$ cat src/rtl/tx_frame_ctrl_if.sv
// Handshake bundle between the upstream word producer, the TX frame sequencer and the TX output mux.
// master = producer side, slave = tx_frame_ctrl.
interface tx_frame_ctrl_if #(
  parameter int unsigned DATA_WIDTH = 8
);
  logic [DATA_WIDTH-1:0] P_DATA;
  logic                  Data_Valid;
  logic                  PAR_EN;
  logic                  PAR_TYP;
  logic [1:0]            MUX_sel;
  logic                  ser_data;
  logic                  par_bit;
  logic                  busy;

  modport master (
    output P_DATA, Data_Valid, PAR_EN, PAR_TYP,
    input  MUX_sel, ser_data, par_bit, busy
  );

  modport slave (
    input  P_DATA, Data_Valid, PAR_EN, PAR_TYP,
    output MUX_sel, ser_data, par_bit, busy
  );
endinterface

$ cat src/rtl/tx_frame_ctrl.sv
// UART transmit frame sequencer: start / LSB-first data / optional parity / stop, one bit per CLK.
// Define TX_BACK_TO_BACK_EN to accept a new word in STOP and start the next frame with no idle gap.
module tx_frame_ctrl #(
  parameter int unsigned DATA_WIDTH = 8
) (
  input  logic          CLK,
  input  logic          RST,
  tx_frame_ctrl_if.slave bus
);

  localparam int unsigned CntW = (DATA_WIDTH > 1) ? $clog2(DATA_WIDTH) : 1;
  localparam logic [CntW-1:0] CntMax = CntW'(DATA_WIDTH - 1);

  localparam logic [1:0] SelStart  = 2'b00;
  localparam logic [1:0] SelStop   = 2'b01;
  localparam logic [1:0] SelData   = 2'b10;
  localparam logic [1:0] SelParity = 2'b11;

  typedef enum logic [2:0] {StIdle, StStart, StData, StParity, StStop} state_e;

  state_e                state_q, state_d;
  logic [DATA_WIDTH-1:0] data_q, data_d;
  logic                  par_en_q, par_en_d;
  logic [CntW-1:0]       cnt_q, cnt_d;
  logic [1:0]            mux_sel_q, mux_sel_d;
  logic                  ser_data_q, ser_data_d;
  logic                  par_bit_q, par_bit_d;
  logic                  busy_q, busy_d;
  logic                  accept;

  always_comb begin
    state_d   = state_q;
    data_d    = data_q;
    par_en_d  = par_en_q;
    par_bit_d = par_bit_q;
    cnt_d     = cnt_q;

`ifdef TX_BACK_TO_BACK_EN
    accept = bus.Data_Valid && ((state_q == StIdle) || (state_q == StStop));
`else
    accept = bus.Data_Valid && (state_q == StIdle);
`endif

    unique case (state_q)
      StIdle:   state_d = StIdle;
      StStart: begin
        state_d = StData;
        cnt_d   = '0;
      end
      StData: begin
        if (cnt_q == CntMax) begin
          state_d = par_en_q ? StParity : StStop;
        end else begin
          cnt_d = cnt_q + 1'b1;
        end
      end
      StParity: state_d = StStop;
      StStop:   state_d = StIdle;
      default:  state_d = StIdle;
    endcase

    if (accept) begin
      state_d   = StStart;
      data_d    = bus.P_DATA;
      par_en_d  = bus.PAR_EN;
      par_bit_d = (^bus.P_DATA) ^ bus.PAR_TYP;
      cnt_d     = '0;
    end

    // Outputs are decoded from the next state so every output pin is a flop aligned with state_q.
    mux_sel_d  = SelStop;
    ser_data_d = 1'b0;
    busy_d     = (state_d != StIdle);
    case (state_d)
      StStart:  mux_sel_d = SelStart;
      StData: begin
        mux_sel_d  = SelData;
        ser_data_d = data_d[cnt_d];
      end
      StParity: mux_sel_d = SelParity;
      default:  mux_sel_d = SelStop;
    endcase
  end

  always_ff @(posedge CLK) begin
    if (RST) begin
      state_q    <= StIdle;
      data_q     <= '0;
      par_en_q   <= 1'b0;
      cnt_q      <= '0;
      mux_sel_q  <= SelStop;
      ser_data_q <= 1'b0;
      par_bit_q  <= 1'b0;
      busy_q     <= 1'b0;
    end else begin
      state_q    <= state_d;
      data_q     <= data_d;
      par_en_q   <= par_en_d;
      cnt_q      <= cnt_d;
      mux_sel_q  <= mux_sel_d;
      ser_data_q <= ser_data_d;
      par_bit_q  <= par_bit_d;
      busy_q     <= busy_d;
    end
  end

  assign bus.MUX_sel  = mux_sel_q;
  assign bus.ser_data = ser_data_q;
  assign bus.par_bit  = par_bit_q;
  assign bus.busy     = busy_q;

endmodule

$ cat src/flat_wrapper.sv
// flat-port wrapper written by rule: the top's interface ports become plain ports
module tx_frame_ctrl_flat 
#(
  parameter int unsigned DATA_WIDTH = 8
)
  (CLK, RST, bus_P_DATA, bus_Data_Valid, bus_PAR_EN, bus_PAR_TYP, bus_MUX_sel, bus_ser_data, bus_par_bit, bus_busy);
  tx_frame_ctrl_if #(.DATA_WIDTH(DATA_WIDTH)) bus_i ();
  input  logic CLK;
  input  logic RST;
  input wire logic [$bits(bus_i.P_DATA)-1:0] bus_P_DATA;
  input wire logic [$bits(bus_i.Data_Valid)-1:0] bus_Data_Valid;
  input wire logic [$bits(bus_i.PAR_EN)-1:0] bus_PAR_EN;
  input wire logic [$bits(bus_i.PAR_TYP)-1:0] bus_PAR_TYP;
  output wire logic [$bits(bus_i.MUX_sel)-1:0] bus_MUX_sel;
  output wire logic [$bits(bus_i.ser_data)-1:0] bus_ser_data;
  output wire logic [$bits(bus_i.par_bit)-1:0] bus_par_bit;
  output wire logic [$bits(bus_i.busy)-1:0] bus_busy;
  assign bus_i.P_DATA = bus_P_DATA;
  assign bus_i.Data_Valid = bus_Data_Valid;
  assign bus_i.PAR_EN = bus_PAR_EN;
  assign bus_i.PAR_TYP = bus_PAR_TYP;
  assign bus_MUX_sel = bus_i.MUX_sel;
  assign bus_ser_data = bus_i.ser_data;
  assign bus_par_bit = bus_i.par_bit;
  assign bus_busy = bus_i.busy;
  tx_frame_ctrl #(.DATA_WIDTH(DATA_WIDTH)) u_core (.CLK(CLK), .RST(RST), .bus(bus_i));
endmodule
$ cat config.mk
export PLATFORM = sky130hd
export DESIGN_NAME = tx_frame_ctrl_flat
export DESIGN_NICKNAME = d
export VERILOG_FILES = /design/src/rtl/tx_frame_ctrl_if.sv /design/src/rtl/tx_frame_ctrl.sv /design/src/flat_wrapper.sv
export SDC_FILE = /design/constraint.sdc
export NUM_CORES = 1
export LEC_CHECK = 0
export CORE_MARGIN = 2
export CORE_UTILIZATION = 45
export DETAILED_ROUTE_END_ITERATION = 7
export PLACE_DENSITY = 0.67
export SYNTH_ARGS = -nofsm -noshare
export SYNTH_HDL_FRONTEND = slang
export SYNTH_SLANG_ARGS = --single-unit
$ cat constraint.sdc
create_clock -name CLK -period 2.46 [get_ports CLK]
set_clock_uncertainty 0.1 [all_clocks]
set_input_delay 0.369 -clock CLK [delete_from_list [all_inputs] [get_ports CLK]]
set_output_delay 0.369 -clock CLK [all_outputs]
set_load 0.05 [all_outputs]
---- Word level (Yosys, flattened, before mapping) ----
Cells that the tools add are included.
W data, S select, Z words.
operators by class
  equal/unequal tests ..................... 7
  $add $sub $neg .......................... 1
  bitwise operators ....................... 2
  muxes and demuxes ....................... 11
  order comparisons ....................... 1
  reductions and logical operators ........ 5
operators by type and width
  operator               number
  $mux W3                5
  $eq A3 B2 Y1 const B   4
  $pmux W3 S3            1
  $mux W8                1
  $reduce_xor A8 Y1      1
  $eq A3 B1 Y1 const B   2
  $pmux W2 S3            1
  $pmux W3 S2            1
  $lt A3 B4 Y1 const B   1
  $add A3 B1 Y3 const B  1
  $bmux W1 S3            1
  $eq A3 B3 Y1 const B   1
  $logic_not A3 Y1       1
  $reduce_bool A3 Y1     1
  $reduce_or A2 Y1       1
  $logic_and A1 B1 Y1    1
  $mux W1                1
  $not A1 Y1             1
  $xor A1 B1 Y1          1
word-level totals
  output and inout bits ................... 5
  flip-flop bits (word level) ............. 20

---- Logic depth before layout (Yosys ltp) ----
  word-level depth ........................ 7
  gate-level depth with buffers ........... 7

---- Worst setup path after synthesis ----
No wires, ideal clock.
  path type ............................... register -> register
  start point ............................. reg u_core.cnt_q[0]
  end point ............................... reg u_core.ser_data_q, in the netlist u_core.bus.ser_data
  buffers on the path ..................... 0
  stages on the path, launching flop included .. 7
  data required time ...................... 2.233 ns
  clock period less this slack ............ 1.771 ns
  path slack .............................. 0.689 ns
  arrival time ............................ 1.544 ns
  setup time .............................. 0.127 ns
  cell sequence ........................... dfxtp_1 ha_1 a21oi_2 and3_1 o31a_1 o311ai_0 o22ai_1
on the way
  word-level cells in the longest chain between the ends .. 7
  elaborated cells on any way between the ends .. 13
RTL lines
  element                                                                line                  RTL
  from (decl)                                                            tx_frame_ctrl.sv:24   logic [CntW-1:0] cnt_q, cnt_d;
  from (signal assigned)                                                 tx_frame_ctrl.sv:99   cnt_q <= cnt_d;
  parallel branches: the longest is 7 deep, another holds $add A3 B1 Y3  --
  to (signal assigned)                                                   tx_frame_ctrl.sv:101  ser_data_q <= ser_data_d;
  to (decl)                                                              tx_frame_ctrl.sv:26   logic ser_data_q, ser_data_d;
Parallel ways; which one is timed is not known. The select of a mux whose other input is x is not followed.
A chain may end at the register's enable or synchronous reset.

---- Worst setup path after layout ----
Same ends and word-level chain as after synthesis.

==> run summary <==
outcome: complete, no violations
CP Max Fanout: 7
Static Leakage: 0.445 nW
Synth area leaders: dfxtp_1, nand2_1, xnor2_1
Post-synth ARST share: 0%
Die X: 51.8 um
Worst setup EP type: flop
Slew HR: 63.8%
total die area: 0.00269 mm2
syn avg cell area: 8.58 um2
CTS Buf Count: 3
Cell Area, Synth: 0.00103 mm2
cells after synthesis: 120
most common cell after layout, fill and taps aside: nand2_1
TritonCTS clock tree: yes
setup TNS: 0 ns
Syn Nets: 134
unrepaired setup endpoints after global routing: false
vias in the first global route: 812
Power, Total: 0.695 mW
Worst Tran Pin Value: 0.542 ns
post-route minimum period: 1.99 ns
Critical Path RT: 2.54 ns
Startpoint Class: flop
pwr/cell area: 561 mW/mm2
end point of the critical path: u_core.bus.ser_data
H-Tree Depth: 1
post-synth cell types: 44
max cap viols: 0
warnings from Yosys: 0
first-pass GRT wire length: 3640 um
# Post-CTS Setup Buffers: 0
maximum vdd drop: 0.365 mV
largest net degree at the start of global routing: 17
# fillers: 202
Fmax: 501 MHz
placed inst area: 0.00122 mm2
hpwl dp: 1620 um
Iter 0 DRT Violations: 25
flop-to-flop setup slack: 0.47 ns
Antenna Violating Nets Remaining: 0
Crit path arrival time: 2.07 ns
Setup WS pre-CTS: 0.255 ns
WL/cell: 12.8 um
Post-synth EDFFs: 0
Crit Reg-Reg Endpoint: u_core.bus.ser_data
via count: 898
final wirelength: 2100 um
area of the core: 0.00219 mm2
# diodes: 0
CP peak stage delay: 0.45 ns
CTS resizes: 0
crit path launch: u_core.cnt_q[0]
antenna violations before repair: 0
CP Class: reg -> reg
crit path max-delay cell type: dfxtp_1
Worst Reg-to-Reg Cells: 6
Rows: 17
final non-filler cell total: 164
hold slack: 0.366 ns
Clk Latency, worst-skew pair: 0.28 ns
Slew Viols, Final: 0
Final Hold Viols: 0
vias per inst: 5.48
overall routing resource usage: 18.1%
Placer Congestion: 0.849
final worst-path setup slack: 0.465 ns
# nets final: 152
maximum clock path buffer count: 2
Final Util: 56.5%
share of layout cells above drive strength 1: 9.56%
post-synthesis sequential area ratio: 38.9%
CP Buf/Inv Count: 0
clock sink total: 20
Setup violations, final: 0
Clock Pin Slew Worst Setup and Hold Paths: 0.10 ns
Worst path depth: 6
I/O pin total: 18
most frequent cells in the layout: nand2_1, dfxtp_1, clkdlybuf4s50_1, a21oi_1, xnor2_1
Top Family by Delay on Critical Path: compound AO/OA/AOI/OAI gates
final worst-path cycle share: 81.1%
drt first pass iters: 4
Post-Layout Inst Area: 0.00124 mm2
Synth area leader: dfxtp_1
CP Cell Sequence: ha_1 -> a21oi_2 -> and3_1 -> o31a_1 -> o311ai_0 -> o22ai_1
P&R area growth vs syn: 20.3%
Initial Utilization: 47.0%
r2r startpoint: u_core.cnt_q[0]
placed insts: 161
#FFs+latches synth: 20
root buf cell: clkbuf_4
Hold Crit Class: reg -> reg
top-area cell type share of the netlist area: 38.9%
GRT overflow: 0
hold_buf cts: 0
DIE HEIGHT: 51.8 um
ys flop type: dfxtp_1
Buffers on Ports: 17
DRC viols: 0
-- synthesized netlist by cell type (2+ instances only) --
| cell | number |
|---|---|
| nor2_1 | 5 |
| nor2b_1 | 2 |
| mux2i_1 | 2 |
| nor3_1 | 4 |
| buf_2 | 2 |
| nand3b_1 | 3 |
| xnor2_1 | 7 |
| nand2b_1 | 2 |
| nor4b_1 | 2 |
| a21oi_1 | 12 |
| o21ai_0 | 4 |
| dfxtp_1 | 20 |
| a31o_2 | 2 |
| nand2_1 | 23 |
-- per-layer routing --
metal	global-route usage [%]	routed length [um]
met1	25.5	1040
met2	27.8	971
met3	3.45	72
met4	5.26	12
met5	0	0
-- worst min-delay path, stage by stage (launching register included) --
cell and delay (ns):
dfxtp_1 0.32, nand2_1 0.05, a21oi_1 0.05
-- sequential cells by signal, summed over array words and instances (netlist names) --
register / cells
u_core.data_q: 8
u_core.cnt_q: 3
u_core.state_q: 3
u_core.bus.MUX_sel: 2
u_core.bus.busy: 1
u_core.bus.par_bit: 1
u_core.bus.ser_data: 1
u_core.par_en_q: 1
-- kinds of logic (layout without fill, tap and decap cells) --
logic type      count (synthesis)  after routing  synth area share, %
simple gates                   52             52                 28.4
compound gates                 28             28                 17.3
flops                          20             20                 38.9
xor+xnor                        8              8                 6.80
buf+inv                         8             24                 4.37
mux                             3              3                 3.04
fa+ha+maj                       1              1                 1.21
-- worst min-delay path by stage --
| stage | from | end | slack [ns] | depth (start not counted) |
|---|---|---|---|---|
| 2_1_floorplan | u_core.data_q[0] | u_core.data_q[0] | 0.33 | 2 |
| 3_3_place_gp | u_core.data_q[0] | u_core.data_q[0] | 0.34 | 2 |
| 3_5_place_dp | u_core.data_q[0] | u_core.data_q[0] | 0.35 | 2 |
| 4_1_cts | u_core.data_q[0] | u_core.data_q[0] | 0.37 | 2 |
| 5_1_grt | u_core.data_q[0] | u_core.data_q[0] | 0.39 | 2 |
| 6_report | u_core.data_q[5] | u_core.data_q[5] | 0.37 | 2 |
-- power by group --
part | leakage [nW] | switching (mW) | internal (mW)
clock network | 0.0138 | 0.0854 | 0.0567
logic | 0.267 | 0.0990 | 0.0867
registers | 0.164 | 0.0198 | 0.347
-- final cells by class --
cell class | instances | area, um2 | share of cell area [%]
multi-input combinational | 92 | 584 | 47.2
sequential | 20 | 400 | 32.3
timing repair buffer | 20 | 193 | 15.6
tap | 28 | 35.0 | 2.83
clock buffer | 3 | 22.5 | 1.82
inverter | 1 | 3.75 | 0.303
Note: power is estimated with default switching activity, not from simulation.
==> edit (same flow settings) <==
The option `TX_BACK_TO_BACK_EN` is turned on by a define.
--- a/src/rtl/tx_frame_ctrl.sv
+++ b/src/rtl/tx_frame_ctrl.sv
@@ -1,5 +1,7 @@
 // UART transmit frame sequencer: start / LSB-first data / optional parity / stop, one bit per CLK.
 // Define TX_BACK_TO_BACK_EN to accept a new word in STOP and start the next frame with no idle gap.
+`define TX_BACK_TO_BACK_EN
+
 module tx_frame_ctrl #(
   parameter int unsigned DATA_WIDTH = 8
 ) (
Function: no difference found for any inputs over 10 cycles, from zero or initial values and one cycle with RST high; that may be too few to reach the edited logic, so the function may still have changed.
==> edit against the unedited design <==
- sequential cell count unchanged
- critical path depth increased by 1
- synthesized cell count is 1.7% lower
- global-route usage fell by 0.86 points
- first-iteration DRC count is 48% lower
- wire length is 6.7% lower
- cell area is 1.9% lower
- via count decreased by 6.3%
- combinational power up 4%
- synthesized area shrank 4.0%
- setup slack got worse by 0.17 ns
- worst hold slack got worse by 0.0072 ns
- power up 7.4%
- clock power is 32% higher
- critical endpoint unchanged
==> edit: results (changes against the unedited design) <==
Status
  – Outcome: completed (unchanged)

Routing
  – DR WL met2: 905 microns (was 971 microns)
  – Uppermost layer routed: met3 (was met4)
  – Drt initial violations: 13 (was 25)
  – Met3 WL: 64 microns (was 72 microns)
  – Detailed-route vias per instance: 5.22 (was 5.48)
  – Total Wirelength: 1.96 mm (was 2.10 mm)
  – WL met1: 988 microns (was 1.04 mm)

Yosys
  – Distinct cells, synth: 33 (was 44)
  – Synth cell count leaders: nand2_1, dfxtp_1, a21oi_1 (unchanged)
  – Sequential area share after synthesis: 0.405 (was 0.389)

Placement
  – Gpl congestion: 0.850 (was 0.849)
  – DP HPWL: 1.50 mm (was 1.62 mm)

Critical path
  – R2R depth: 7 (was 6)
  – CP peak stage delay: 0.37 ns (was 0.45 ns)
  – Worst-path fanout max: 6 (was 7)

Finish
  – Fillers: 186 (was 202)
  – Share of cells above drive strength 1: 0.0896 (was 0.0956)

Timing
  – Worst slew pin tran: 0.493 ns (was 0.542 ns)
  – Final worst path period need: 2.16 ns (was 1.99 ns)

GRT
  – GRT Resource Usage Total: 0.172 (was 0.181)
  – First-pass GRT wire length: 3.35 mm (was 3.64 mm)

Power and ir drop
  – Max VDD drop: 0.344 mV (was 0.365 mV)
  – Static leakage: 0.000453 uW (was 0.000445 uW)

Hold path
  – Hold Path End: u_core.bus.par_bit (was u_core.data_q[5])
## edit: worst reg2reg max path, cell delays in order (launching register included)
cell and delay [ns]:
dfxtp_1 0.37, ha_1 0.25, a21oi_1 0.35, nand3_1 0.12, o211ai_1 0.20, mux2i_1 0.15
a2111oi_2 0.37, o311a_1 0.21
## edit: cell type report
cell class              count  area (sq um)  area share
multi-input cells          89           552       0.454
flip-flops and latches     20           400       0.330
repair buffers             19           185       0.152
clock buffers               4          36.3      0.0299
well taps                  27          33.8      0.0278
inverters                   2          7.51     0.00618
## edit: how the worst max path moves through the flow
stage	startpoint	end	slack, ns	cells after the start
final	u_core.cnt_q[0]	u_core.bus.ser_data	0.30	7
after detailed placement	bus_Data_Valid	u_core.bus.ser_data	0.28	7
after floorplan	u_core.cnt_q[0]	u_core.bus.ser_data	0.49	7
after global routing	u_core.cnt_q[0]	u_core.bus.ser_data	0.03	7
after global placement	bus_Data_Valid	u_core.bus.ser_data	0.33	7
after CTS	u_core.cnt_q[0]	u_core.bus.ser_data	0.29	7
## edit: where the power goes
group	internal [uW]	switching, uW
clock network	90.2	97.7
logic	89.6	105
registers	347	17.2
## edit: routing by layer
metal	vias to the layer above	global-route usage
li1	441	-
met1	386	0.246
met2	14	0.254
met3	0	0.0351
met4	0	0.0676
met5	-	0
## edit: logic make-up after synthesis
kind of cell	Yosys count	synth area share
AOI/OAI and AO/OA	26	0.182
xor gates and xnor gates	9	0.0798
adders and majority gates	1	0.0127
buffers and inverters	9	0.0367
DFF	20	0.405
muxes	6	0.0646
and+or+nand+nor	47	0.219
## edit: through the flow
step | worst slack (ns) | instances | cell area, sq um | hold WS, ns
6_report | 0.299 | 161 | 1210 | 0.359
5_1_grt | 0.0324 | 161 | 1210 | 0.387
4_1_cts | 0.286 | 161 | 1210 | 0.363
3_5_place_dp | 0.284 | 157 | 1180 | 0.347
3_3_place_gp | 0.325 | 157 | 1180 | 0.341
2_1_floorplan | 0.493 | 118 | 988 | 0.334
